$ cat src/rtl/bios_host_pkg.sv
// Shared constants and types for the boot-monitor byte protocol (host side).
package bios_host_pkg;

   localparam logic [7:0] ASCII_0       = 8'h30;
   localparam logic [7:0] ASCII_B       = 8'h42;
   localparam logic [7:0] ASCII_E       = 8'h45;
   localparam logic [7:0] ASCII_N       = 8'h4E;
   localparam logic [7:0] ASCII_R       = 8'h52;
   localparam logic [7:0] ASCII_W       = 8'h57;
   localparam logic [7:0] ASCII_X       = 8'h58;
   localparam logic [7:0] ASCII_LOWER_a = 8'h61;
   localparam logic [7:0] ASCII_LOWER_b = 8'h62;
   localparam logic [7:0] ASCII_LOWER_d = 8'h64;
   localparam logic [7:0] ASCII_LOWER_e = 8'h65;
   localparam logic [7:0] ASCII_LOWER_i = 8'h69;
   localparam logic [7:0] ASCII_LOWER_n = 8'h6E;
   localparam logic [7:0] ASCII_LOWER_o = 8'h6F;
   localparam logic [7:0] ASCII_LOWER_p = 8'h70;
   localparam logic [7:0] ASCII_LOWER_r = 8'h72;
   localparam logic [7:0] ASCII_LOWER_s = 8'h73;
   localparam logic [7:0] ASCII_LOWER_t = 8'h74;
   localparam logic [7:0] ASCII_LOWER_w = 8'h77;

   // Error codes the receiver may return instead of an acknowledge.
   localparam logic [7:0] ERR_ZERO = ASCII_0;
   localparam logic [7:0] ERR_E    = ASCII_E;
   localparam logic [7:0] ERR_X    = ASCII_X;

   typedef enum logic [2:0] {
      OpNop   = 3'd0,
      OpBoot  = 3'd1,
      OpRst   = 3'd2,
      OpWrite = 3'd3,
      OpRead  = 3'd4
   } bios_op_t;

   typedef enum logic [2:0] {
      StIdle,
      StSend,
      StWaitAck,
      StRecvData,
      StDone
   } bios_state_t;

   function automatic logic [7:0] expected_ack(input bios_op_t op);
      case (op)
         OpNop:   expected_ack = ASCII_N;
         OpBoot:  expected_ack = ASCII_B;
         OpRst:   expected_ack = ASCII_R;
         OpWrite: expected_ack = ASCII_W;
         OpRead:  expected_ack = ASCII_R;
         default: expected_ack = 8'h00;
      endcase
   endfunction

   function automatic logic [2:0] size_bytes(input logic [1:0] code);
      case (code)
         2'd0:    size_bytes = 3'd1;
         2'd1:    size_bytes = 3'd2;
         2'd2:    size_bytes = 3'd4;
         default: size_bytes = 3'd0;
      endcase
   endfunction

endpackage

$ cat src/rtl/bios_host_cmd_rom.sv
// Keyword lookup: (op, byte index) -> ASCII keyword byte and keyword length.
module bios_cmd_rom
   import bios_host_pkg::*;
(
   input  logic [2:0] op_i,
   input  logic [3:0] idx_i,
   output logic [7:0] byte_o,
   output logic [2:0] len_o
);

   logic [7:0] str [8];

   always_comb begin
      for (int i = 0; i < 8; i++) begin
         str[i] = 8'h00;
      end
      len_o = 3'd0;
      case (op_i)
         OpNop: begin
            str[0] = ASCII_LOWER_n; str[1] = ASCII_LOWER_o; str[2] = ASCII_LOWER_p;
            len_o  = 3'd3;
         end
         OpBoot: begin
            str[0] = ASCII_LOWER_b; str[1] = ASCII_LOWER_o; str[2] = ASCII_LOWER_o;
            str[3] = ASCII_LOWER_t;
            len_o  = 3'd4;
         end
         OpRst: begin
            str[0] = ASCII_LOWER_r; str[1] = ASCII_LOWER_s; str[2] = ASCII_LOWER_t;
            len_o  = 3'd3;
         end
         OpWrite: begin
            str[0] = ASCII_LOWER_w; str[1] = ASCII_LOWER_r; str[2] = ASCII_LOWER_i;
            str[3] = ASCII_LOWER_t; str[4] = ASCII_LOWER_e;
            len_o  = 3'd5;
         end
         OpRead: begin
            str[0] = ASCII_LOWER_r; str[1] = ASCII_LOWER_e; str[2] = ASCII_LOWER_a;
            str[3] = ASCII_LOWER_d;
            len_o  = 3'd4;
         end
         default: ;
      endcase
      byte_o = ({1'b0, len_o} > idx_i) ? str[idx_i[2:0]] : 8'h00;
   end

endmodule

$ cat src/rtl/bios_host.sv
// Boot-monitor command initiator: serializes one command, then parses ack and read data.
module bios_host
   import bios_host_pkg::*;
#(
   parameter int unsigned TIMEOUT_CYCLES = 1_000_000
) (
   input  logic        clk,
   input  logic        rst,
   input  logic        clk_en,
   input  logic        cmd_valid,
   output logic        cmd_ready,
   input  logic [2:0]  cmd_op,
   input  logic [1:0]  cmd_size,
   input  logic [31:0] cmd_addr,
   input  logic [31:0] cmd_wdata,
   output logic [7:0]  tx_data,
   output logic        tx_valid,
   input  logic        tx_ready,
   input  logic [7:0]  rx_data,
   input  logic        rx_valid,
   output logic        rx_ready,
   output logic        rsp_valid,
   output logic        rsp_ok,
   output logic [7:0]  rsp_code,
   output logic [31:0] rsp_rdata
);

   localparam int unsigned TmoW = (TIMEOUT_CYCLES > 1) ? $clog2(TIMEOUT_CYCLES) : 1;
   localparam logic [TmoW-1:0] TmoLast = TmoW'(TIMEOUT_CYCLES - 1);

   bios_state_t     state_q, state_d;
   bios_op_t        op_q, op_d;
   logic [2:0]      size_q, size_d;
   logic [31:0]     addr_q, addr_d, wdata_q, wdata_d;
   logic [3:0]      idx_q, idx_d;
   logic            tx_valid_q, tx_valid_d;
   logic [7:0]      tx_data_q, tx_data_d;
   logic [TmoW-1:0] tmo_q, tmo_d;
   logic [7:0]      ack_q, ack_d;
   logic [31:0]     acc_q, acc_d;
   logic            rsp_ok_q, rsp_ok_d;
   logic [7:0]      rsp_code_q, rsp_code_d;
   logic [31:0]     rsp_rdata_q, rsp_rdata_d;

   // In IDLE the byte source is the live command so byte 0 can be registered at acceptance.
   logic        idle;
   logic [2:0]  src_op, src_size;
   logic [31:0] src_addr, src_wdata;
   logic [3:0]  src_idx, opnd_idx, total_len;
   logic [7:0]  kw_byte, src_byte;
   logic [2:0]  kw_len;
   logic        cmd_legal;
   logic [31:0] acc_new;

   assign idle      = (state_q == StIdle);
   assign src_op    = idle ? cmd_op : op_q;
   assign src_size  = idle ? size_bytes(cmd_size) : size_q;
   assign src_addr  = idle ? cmd_addr : addr_q;
   assign src_wdata = idle ? cmd_wdata : wdata_q;
   assign src_idx   = idle ? 4'd0 : idx_q + 4'd1;
   assign opnd_idx  = src_idx - {1'b0, kw_len};

   bios_cmd_rom u_rom (
      .op_i   (src_op),
      .idx_i  (src_idx),
      .byte_o (kw_byte),
      .len_o  (kw_len)
   );

   always_comb begin
      case (src_op)
         OpWrite: total_len = {1'b0, kw_len} + 4'd5 + {1'b0, src_size};
         OpRead:  total_len = {1'b0, kw_len} + 4'd5;
         default: total_len = {1'b0, kw_len};
      endcase
   end

   always_comb begin
      src_byte = 8'h00;
      if (src_idx < {1'b0, kw_len}) begin
         src_byte = kw_byte;
      end else begin
         case (opnd_idx)
            4'd0:    src_byte = {5'd0, src_size};
            4'd1:    src_byte = src_addr[7:0];
            4'd2:    src_byte = src_addr[15:8];
            4'd3:    src_byte = src_addr[23:16];
            4'd4:    src_byte = src_addr[31:24];
            4'd5:    src_byte = src_wdata[7:0];
            4'd6:    src_byte = src_wdata[15:8];
            4'd7:    src_byte = src_wdata[23:16];
            4'd8:    src_byte = src_wdata[31:24];
            default: src_byte = 8'h00;
         endcase
      end
   end

   always_comb begin
      case (cmd_op)
         OpNop, OpBoot, OpRst: cmd_legal = 1'b1;
         OpWrite, OpRead:      cmd_legal = (cmd_size != 2'd3);
         default:              cmd_legal = 1'b0;
      endcase
   end

   always_comb begin
      acc_new = acc_q;
      case (idx_q[1:0])
         2'd0: acc_new[7:0]   = rx_data;
         2'd1: acc_new[15:8]  = rx_data;
         2'd2: acc_new[23:16] = rx_data;
         2'd3: acc_new[31:24] = rx_data;
      endcase
   end

   always_comb begin
      state_d     = state_q;
      op_d        = op_q;
      size_d      = size_q;
      addr_d      = addr_q;
      wdata_d     = wdata_q;
      idx_d       = idx_q;
      tx_valid_d  = tx_valid_q;
      tx_data_d   = tx_data_q;
      tmo_d       = tmo_q;
      ack_d       = ack_q;
      acc_d       = acc_q;
      rsp_ok_d    = rsp_ok_q;
      rsp_code_d  = rsp_code_q;
      rsp_rdata_d = rsp_rdata_q;
      if (clk_en) begin
         case (state_q)
            StIdle: begin
               if (cmd_valid) begin
                  if (cmd_legal) begin
                     op_d       = bios_op_t'(cmd_op);
                     size_d     = src_size;
                     addr_d     = cmd_addr;
                     wdata_d    = cmd_wdata;
                     idx_d      = 4'd0;
                     acc_d      = 32'h0;
                     tx_valid_d = 1'b1;
                     tx_data_d  = src_byte;
                     state_d    = StSend;
                  end else begin
                     rsp_ok_d    = 1'b0;
                     rsp_code_d  = ERR_E;
                     rsp_rdata_d = 32'h0;
                     state_d     = StDone;
                  end
               end
            end
            StSend: begin
               if (tx_ready) begin
                  if (idx_q == total_len - 4'd1) begin
                     tx_valid_d = 1'b0;
                     tx_data_d  = 8'h00;
                     tmo_d      = '0;
                     state_d    = StWaitAck;
                  end else begin
                     idx_d     = idx_q + 4'd1;
                     tx_data_d = src_byte;
                  end
               end
            end
            StWaitAck: begin
               if (rx_valid) begin
                  tmo_d = '0;
                  ack_d = rx_data;
                  if (rx_data == expected_ack(op_q) && op_q == OpRead) begin
                     idx_d   = 4'd0;
                     state_d = StRecvData;
                  end else begin
                     rsp_ok_d    = (rx_data == expected_ack(op_q));
                     rsp_code_d  = rx_data;
                     rsp_rdata_d = 32'h0;
                     state_d     = StDone;
                  end
               end else if (tmo_q == TmoLast) begin
                  rsp_ok_d    = 1'b0;
                  rsp_code_d  = 8'h00;
                  rsp_rdata_d = 32'h0;
                  state_d     = StDone;
               end else begin
                  tmo_d = tmo_q + TmoW'(1);
               end
            end
            StRecvData: begin
               if (rx_valid) begin
                  tmo_d = '0;
                  acc_d = acc_new;
                  idx_d = idx_q + 4'd1;
                  if (idx_q == {1'b0, size_q} - 4'd1) begin
                     rsp_ok_d    = 1'b1;
                     rsp_code_d  = ack_q;
                     rsp_rdata_d = acc_new;
                     state_d     = StDone;
                  end
               end else if (tmo_q == TmoLast) begin
                  rsp_ok_d    = 1'b0;
                  rsp_code_d  = 8'h00;
                  rsp_rdata_d = 32'h0;
                  state_d     = StDone;
               end else begin
                  tmo_d = tmo_q + TmoW'(1);
               end
            end
            StDone:  state_d = StIdle;
            default: state_d = StIdle;
         endcase
      end
   end

   always_ff @(posedge clk) begin
      if (rst) begin
         state_q     <= StIdle;
         op_q        <= OpNop;
         size_q      <= 3'd0;
         addr_q      <= 32'h0;
         wdata_q     <= 32'h0;
         idx_q       <= 4'd0;
         tx_valid_q  <= 1'b0;
         tx_data_q   <= 8'h00;
         tmo_q       <= '0;
         ack_q       <= 8'h00;
         acc_q       <= 32'h0;
         rsp_ok_q    <= 1'b0;
         rsp_code_q  <= 8'h00;
         rsp_rdata_q <= 32'h0;
      end else begin
         state_q     <= state_d;
         op_q        <= op_d;
         size_q      <= size_d;
         addr_q      <= addr_d;
         wdata_q     <= wdata_d;
         idx_q       <= idx_d;
         tx_valid_q  <= tx_valid_d;
         tx_data_q   <= tx_data_d;
         tmo_q       <= tmo_d;
         ack_q       <= ack_d;
         acc_q       <= acc_d;
         rsp_ok_q    <= rsp_ok_d;
         rsp_code_q  <= rsp_code_d;
         rsp_rdata_q <= rsp_rdata_d;
      end
   end

   // Always accept rx so stale bytes outside a response window are drained.
   assign rx_ready  = 1'b1;
   assign cmd_ready = idle;
   assign tx_valid  = tx_valid_q;
   assign tx_data   = tx_data_q;
   assign rsp_valid = (state_q == StDone);
   assign rsp_ok    = rsp_ok_q;
   assign rsp_code  = rsp_code_q;
   assign rsp_rdata = rsp_rdata_q;

endmodule

$ cat config.mk
export PLATFORM = sky130hd
export DESIGN_NAME = bios_host
export DESIGN_NICKNAME = d
export VERILOG_FILES = /design/src/rtl/bios_host_pkg.sv /design/src/rtl/bios_host_cmd_rom.sv /design/src/rtl/bios_host.sv
export SDC_FILE = /design/constraint.sdc
export NUM_CORES = 1
export LEC_CHECK = 0
export BUFFER_PORTS_ARGS = -buffer_cell sky130_fd_sc_hd__buf_2
export CAP_MARGIN = 15
export CORE_ASPECT_RATIO = 1.2
export CORE_MARGIN = 5
export CORE_UTILIZATION = 40
export DETAILED_ROUTE_END_ITERATION = 8
export PLACE_DENSITY = 0.6
export SKIP_LAST_GASP = 1
export SLEW_MARGIN = 20
export SYNTH_ARGS = -nofsm -noshare
export SYNTH_HDL_FRONTEND = slang
export SYNTH_HIERARCHICAL = 1
export SYNTH_SLANG_ARGS = --single-unit
export TNS_END_PERCENT = 5
$ cat constraint.sdc
create_clock -name clk -period 5.4 [get_ports clk]
set_clock_uncertainty 0.1 [all_clocks]
set_input_delay 0.54 -clock clk [delete_from_list [all_inputs] [get_ports clk]]
set_output_delay 0.54 -clock clk [all_outputs]
set_load 0.02 [all_outputs]
# After elaboration in Yosys (flattened, before gate mapping)
# Cells that the tools add are included.
[word_totals]
latch_bits = 0
ff_bits = 187
n_memories = 0
ramBits = 0
mem_bits_ro = 0
word_cells = 192
[classes]
n_addsub = 7
n_lt_le_gt_ge = 3
n_div = 0
n_mux = 91
n_bitwise = 1
n_shift = 0
n_eq_ne = 47
n_reduce_logical = 29
n_mul = 0
[ops]
columns = ["cell", "count"]
rows = [
  ["two-way mux 32 bit", 12],
  ["two-way mux 8 bit", 26],
  ["one-hot mux 23 bit (5 select lines)", 1],
  ["one-hot mux 32 bit (3 select lines)", 1],
  ["two-way mux 20 bit", 4],
  ["one-hot mux 8 bit (9 select lines)", 1],
  ["one-hot mux 32 bit (2 select lines)", 1],
  ["one-hot mux 20 bit (2 select lines)", 1],
  ["two-way mux 3 bit", 11],
  ["two-way mux 4 bit", 8],
  ["one-hot mux 7 bit (4 select lines)", 1],
  ["binary-select mux 8 bit (select 3 bit)", 1],
  ["equality test 3 x 2 -> 1 bit (second input constant)", 8],
  ["one-hot mux 8 bit (3 select lines)", 1],
  ["adder 20 x 1 -> 20 bit (second input constant)", 1],
  ["equality test 20 bit (second input constant)", 1],
  ["AND reduction 5 bit", 4],
  ["!= test 2 bit (second input constant)", 9],
  ["one-hot mux 3 bit (3 select lines)", 2],
  ["equality test 4 x 3 -> 1 bit (second input constant)", 4],
  ["equality test 8 bit", 2],
  ["one-hot mux 4 bit (4 select lines)", 1],
  ["one-hot mux 8 bit (2 select lines)", 1],
  ["one-hot mux 7 bit (2 select lines)", 1],
  ["other kinds (39)", 75],
]

# Depth between registers and ports, before layout
[depth]
ltp_word = 16
mapped_depth = 27
mapped_depth_nobuf = 20

# Modules after synthesis
# Netlist, hierarchy kept.
[modules_own_cells]
columns = ["mod", "instances", "cells_per_inst", "area_per_inst_um2"]
rows = [
  ["bios_host", 1, 1211, 9997.1],
  ["bios_cmd_rom", 1, 57, 396.6],
]

# Worst setup path before layout
# No wires, ideal clock.
[synth_timing]
kind = "reg2reg"
startpoint = "register state_q[2]"
endpoint = "register tmo_q[1]"
required_ns = 5.228
n_path_buf = 7
setup_time_ns = 0.072
path_stages_with_launch = 27
slack_ns = 0.086
arrival_ns = 5.143
path_cell_list = "dfxtp_1 > or3_1 > buf_6 > inv_6 > buf_6 > buf_2 > buf_2 > buf_2 > nand2_1 > nand2_1 > buf_4 > inv_2 > a21o_2 > inv_1 > ha_1 > fa_1 > a22oi_1 > o21a_1 > ha_1 > xnor2_1 > nor2_1 > o21a_1 > nor2_2 > or4_4 > nand2_4 > buf_6 > mux2i_1"
[synth_between]
elab_chain_len = 12
[synth_lines]
columns = ["element", "line_no", "rtl"]
rows = [
  ["start: declaration", "bios_host.sv:31", "bios_state_t state_q, state_d;"],
  ["start signal: assignment", "bios_host.sv:216", "state_q <= StIdle;"],
  ["start signal: assignment", "bios_host.sv:231", "state_q <= state_d;"],
  ["logical NOT 3 bit (*)", "bios_host.sv:55", "assign idle = (state_q == StIdle);"],
  ["net cmd_ready", "bios_host.sv:11", "output logic cmd_ready,"],
  ["two-way mux 3 bit (*)", "bios_host.sv:56", "assign src_op = idle ? cmd_op : op_q;"],
  ["net src_op[1]", "bios_host.sv:47", "logic [2:0] src_op, src_size;"],
  ["equality test 3 x 1 -> 1 bit (tied with other cells)", "bios_host_cmd_rom.sv:18", "case (op_i)"],
  ["OR reduction 2 bit (no source line)", "n/a", ""],
  ["one-hot mux 3 bit (3 select lines) (*)", "bios_host_cmd_rom.sv:18", ""],
  ["net kw_len[0]", "bios_host.sv:51", "logic [2:0] kw_len;"],
  ["adder 3 x 3 -> 4 bit", "bios_host.sv:72, bios_host.sv:73", ""],
  ["adder 4 x 3 -> 4 bit", "bios_host.sv:72", "OpWrite: total_len = {1'b0, kw_len} + 4'd5 + {1'b0, src_size};"],
  ["one-hot mux 4 bit (2 select lines) (*)", "bios_host.sv:71", "case (src_op)"],
  ["subtractor 4 x 1 -> 4 bit (*)", "bios_host.sv:155", "if (idx_q == total_len - 4'd1) begin"],
  ["equality test 4 bit (*)", "bios_host.sv:155", ""],
  ["!= test 2 bit (no source line) (*)", "n/a", ""],
  ["AND reduction 5 bit (no source line) (*)", "n/a", ""],
  ["end signal: assignment", "bios_host.sv:239", "tmo_q <= tmo_d;"],
  ["end: declaration", "bios_host.sv:38", "logic [TmoW-1:0] tmo_q, tmo_d;"],
]
# Mark *: on every way through the listed nets, which the timed path passes. The rest lies on a longest branch.
# A chain may end at the register's enable or synchronous reset.

# Worst setup path in the final report
[layout_timing]
startpoint = "register state_q[2]"
endpoint = "register tmo_q[19]"
[layout_between]
elab_chain_len = 12
[layout_lines]
columns = ["element", "line_no"]
rows = [
  ["logical NOT 3 bit (*)", "bios_host.sv:55"],
  ["two-way mux 3 bit (*)", "bios_host.sv:56"],
  ["net src_op[2]", "bios_host.sv:47"],
  ["equality test 3 x 1 -> 1 bit (tied with other cells)", "bios_host_cmd_rom.sv:18"],
  ["OR reduction 2 bit (no source line)", "n/a"],
  ["one-hot mux 3 bit (3 select lines) (*)", "bios_host_cmd_rom.sv:18"],
  ["net kw_len[0]", "bios_host.sv:51"],
  ["adder 3 x 3 -> 4 bit", "bios_host.sv:72, bios_host.sv:73"],
  ["adder 4 x 3 -> 4 bit", "bios_host.sv:72"],
  ["one-hot mux 4 bit (2 select lines) (*)", "bios_host.sv:71"],
  ["subtractor 4 x 1 -> 4 bit (*)", "bios_host.sv:155"],
  ["equality test 4 bit (*)", "bios_host.sv:155"],
  ["!= test 2 bit (no source line) (*)", "n/a"],
  ["AND reduction 5 bit (no source line) (*)", "n/a"],
]
# Marked as above.

==> results_dict.tcl <==
set metrics [dict create \
    max-cap-violations 0 \
    vias 9521 \
    slew_headroom_pct 40.4 \
    finalWeightedCongestion 0.880 \
    async_flop_share_pct 0 \
    clkLatencyLatePin_ns 0.43 \
    dp_hpwl_mm 21.3 \
    worstSetupEndpointType "flop" \
    yosys_warnings 6 \
    post-route-period-util_pct 94.0 \
    slew_violations 0 \
    fp.dieArea_mm2 0.0293 \
    dr.first_iter.drc_count 542 \
    synthMuxAreaShare_pct 11.1 \
    dr.pass1.iters 5 \
    core_mm2 0.0255 \
    synth-xor-area-share_pct 1.18 \
    tightestPinTransition_ns 0.895 \
    wl_mm 30.0 \
    synth_area_per_cell_um2 8.20 \
    nets 1435 \
    grt.overflow.total 0 \
    timing.setup.tns_ns 0 \
    path_clk_slew_ns 0.07 \
    synth_fa_ha_area_share_pct 2.53 \
    start_kind "flop" \
    timing.final.ws_setup_ns 0.325 \
    hold_viol_final 0 \
    grt_max_degree 70 \
    cts-buffers-inserted 17 \
    synth-simple-area-share_pct 19.9 \
    synth_top_cell_by_area "dfxtp_1" \
    antenna_found_initial 1 \
    vdd_ir_drop_max_v 0.000259 \
    ant_nets 0 \
    power_density_mw_per_mm2 329 \
    path_class "reg -> reg" \
    pre_cts_ws_ns 0.294 \
    synth_top_family_by_area "compound AO/OA/AOI/OAI gates" \
    place.port_buffers 134 \
    critical_path_arrival_ns 5.26 \
    cts_tree "yes" \
    grt_pass1_wl_mm 48.4 \
    finalSetupViolCount 0 \
    clock_path_buffers 2 \
    netlist_area_mm2 0.0104 \
    synth-main-ff-cell "dfxtp_1" \
    detail_route.wl_per_cell_um 17.9 \
    synth_top_area_share_pct 36.0 \
    grt_pass1_vias 9164 \
    synth_edf_count 0 \
    htree_levels 4 \
    ys_seq_area_share_pct 36.0 \
    p_leak_nw 4.53 \
    area_growth_syn_to_layout_pct 13.0 \
    syn_inst 1268 \
    period_minus_slack_ns 5.08 \
    cp_data_required_time_ns 5.58 \
    synth_seq_cells 187 \
    ios 136 \
    initial_core_util_pct 40.7 \
    clock-sinks 187 \
    synthTopCellsByCount "nand2_1, dfxtp_1, a21oi_1, mux2i_1, nor2_1" \
    clock.fmax_ghz 0.197 \
    die_y_um 187 \
    ys_top_cells_by_area "dfxtp_1, mux2i_1, nand2_1" \
    route.detailed.drc 0 \
    ctsRootBufferMaster "clkbuf_16" \
    rsz0062_at_grt "no" \
    synth.most_common_cell "nand2_1" \
    row_count 64 \
    holdBufCountCts 0 \
    cts_setup_buffers 0 \
    status "complete, no violations" \
    synthesis.nets 1370 \
    ys_types 82 \
    hold_path.class "in -> reg" \
    vias_per_cell 5.68 \
    crit_fanout 17 \
    grt_usage_pct 20.0 \
    drive_above_1_share_pct 16.5 \
    die-width_um 157 \
    synth_compound_area_share_pct 23.5 \
]
worst paths after layout:
kind,slack (ns),start,endpoint,depth (start not counted)
max,0.32,state_q[2],tmo_q[19],18
min,0.25,cmd_addr[13],addr_q[13],3
max reg2reg,0.32,state_q[2],tmo_q[19],18
min reg2reg,0.35,wdata_q[20],wdata_q[20],2
placed cells by master, fill, tap and decap left out, drive strengths merged, types with 5 or more instances in the layout:
cell,n
a211oi,21
a21o,6
a21oi,113
a22oi,39
a311oi,13
a31oi,13
and2,10
and3,9
buf,154
clkbuf,21
dfxtp,187
ha,17
inv,28
mux2i,111
nand2,204
nand2b,8
nand3,19
nand3b,8
nand4,5
nor2,88
nor2b,14
nor3,12
o211ai,6
o21a,7
o21ai,47
o22ai,27
o2bb2ai,30
or2,6
or3,13
or3b,5
or4,17
xnor2,8
xor2,6
logic make-up (layout without fill, tap and decap cells):
group / after synthesis / after routing
and+or+nand+nor: 434 / 434
DFF: 187 / 187
AOI/OAI and AO/OA: 364 / 364
muxes: 114 / 114
other: 2 / 3
xor gates and xnor gates: 14 / 14
adders and majority gates: 20 / 20
buffers and inverters: 133 / 211
where the power goes:
part	internal (mW)	leakage [nW]	total, mW	switching [mW]
logic	0.432	2.74	1.16	0.730
registers	1.42	1.51	1.44	0.0251
clock network	0.703	0.280	1.26	0.562
total	2.55	4.53	3.87	1.32
through the flow:
step           cell area (um2)  utilization (%)  std cells  hold WS (ns)  power, mW
6_report                 11700             46.0       1677         0.248       3.87
5_1_grt                  11700             46.0       1676         0.244       4.06
4_1_cts                  11700             46.0       1676         0.235       3.89
3_5_place_dp             11200             43.7       1644         0.343       2.63
3_3_place_gp             11200             43.7       1644         0.340       2.62
2_1_floorplan            10400                -       1268         0.336       2.34
metal layers:
layer  wire length, um  GRT usage [%]
met5                13              0
met4               371           4.57
met3              1720           3.36
met2             14600           33.4
met1             13200           27.0
worst max-delay path: stages, from the launching register on:
cell and delay [ns]:
dfxtp_1 0.41, or3_1 0.50, inv_6 0.09, mux2i_1 0.27
inv_2 0.16, a21o_2 0.23, inv_1 0.23, ha_1 0.34
fa_1 0.50, a22oi_1 0.25, o21a_1 0.16, ha_1 0.23
xnor2_1 0.17, nor2_1 0.12, o21a_1 0.19, nor2_4 0.08
or4_4 0.54, nand2_4 0.21, a311oi_1 0.13
state kept, by name, summed over array words and instances (netlist names):
| register | cells |
|---|---|
| addr_q | 32 |
| rsp_code | 8 |
| tmo_q | 20 |
| op_q | 3 |
| ack_q | 8 |
| acc_q | 32 |
| rsp_rdata | 32 |
| tx_data | 8 |
| tx_valid | 1 |
| state_q | 3 |
| size_q | 3 |
| idx_q | 4 |
| rsp_ok | 1 |
| wdata_q | 32 |
final cells by class:
cell class	count	area, um2
Sequential cell	187	3740
Fill cell	2501	13800
Inverter	25	98.8
Clock buffer	21	450
Multi-Input combinational cell	948	6070
Tap cell	330	413
Clock inverter	11	135
Antenna cell	1	2.50
Timing Repair Buffer	154	836
what timing repair did:
item / CTS / global route
hold endpoints to repair: 0 / 0
endpoints found under the setup margin: 0 / 14
gates resized for setup: 0 / 2
No activity file was read; power rests on OpenSTA's default activity.
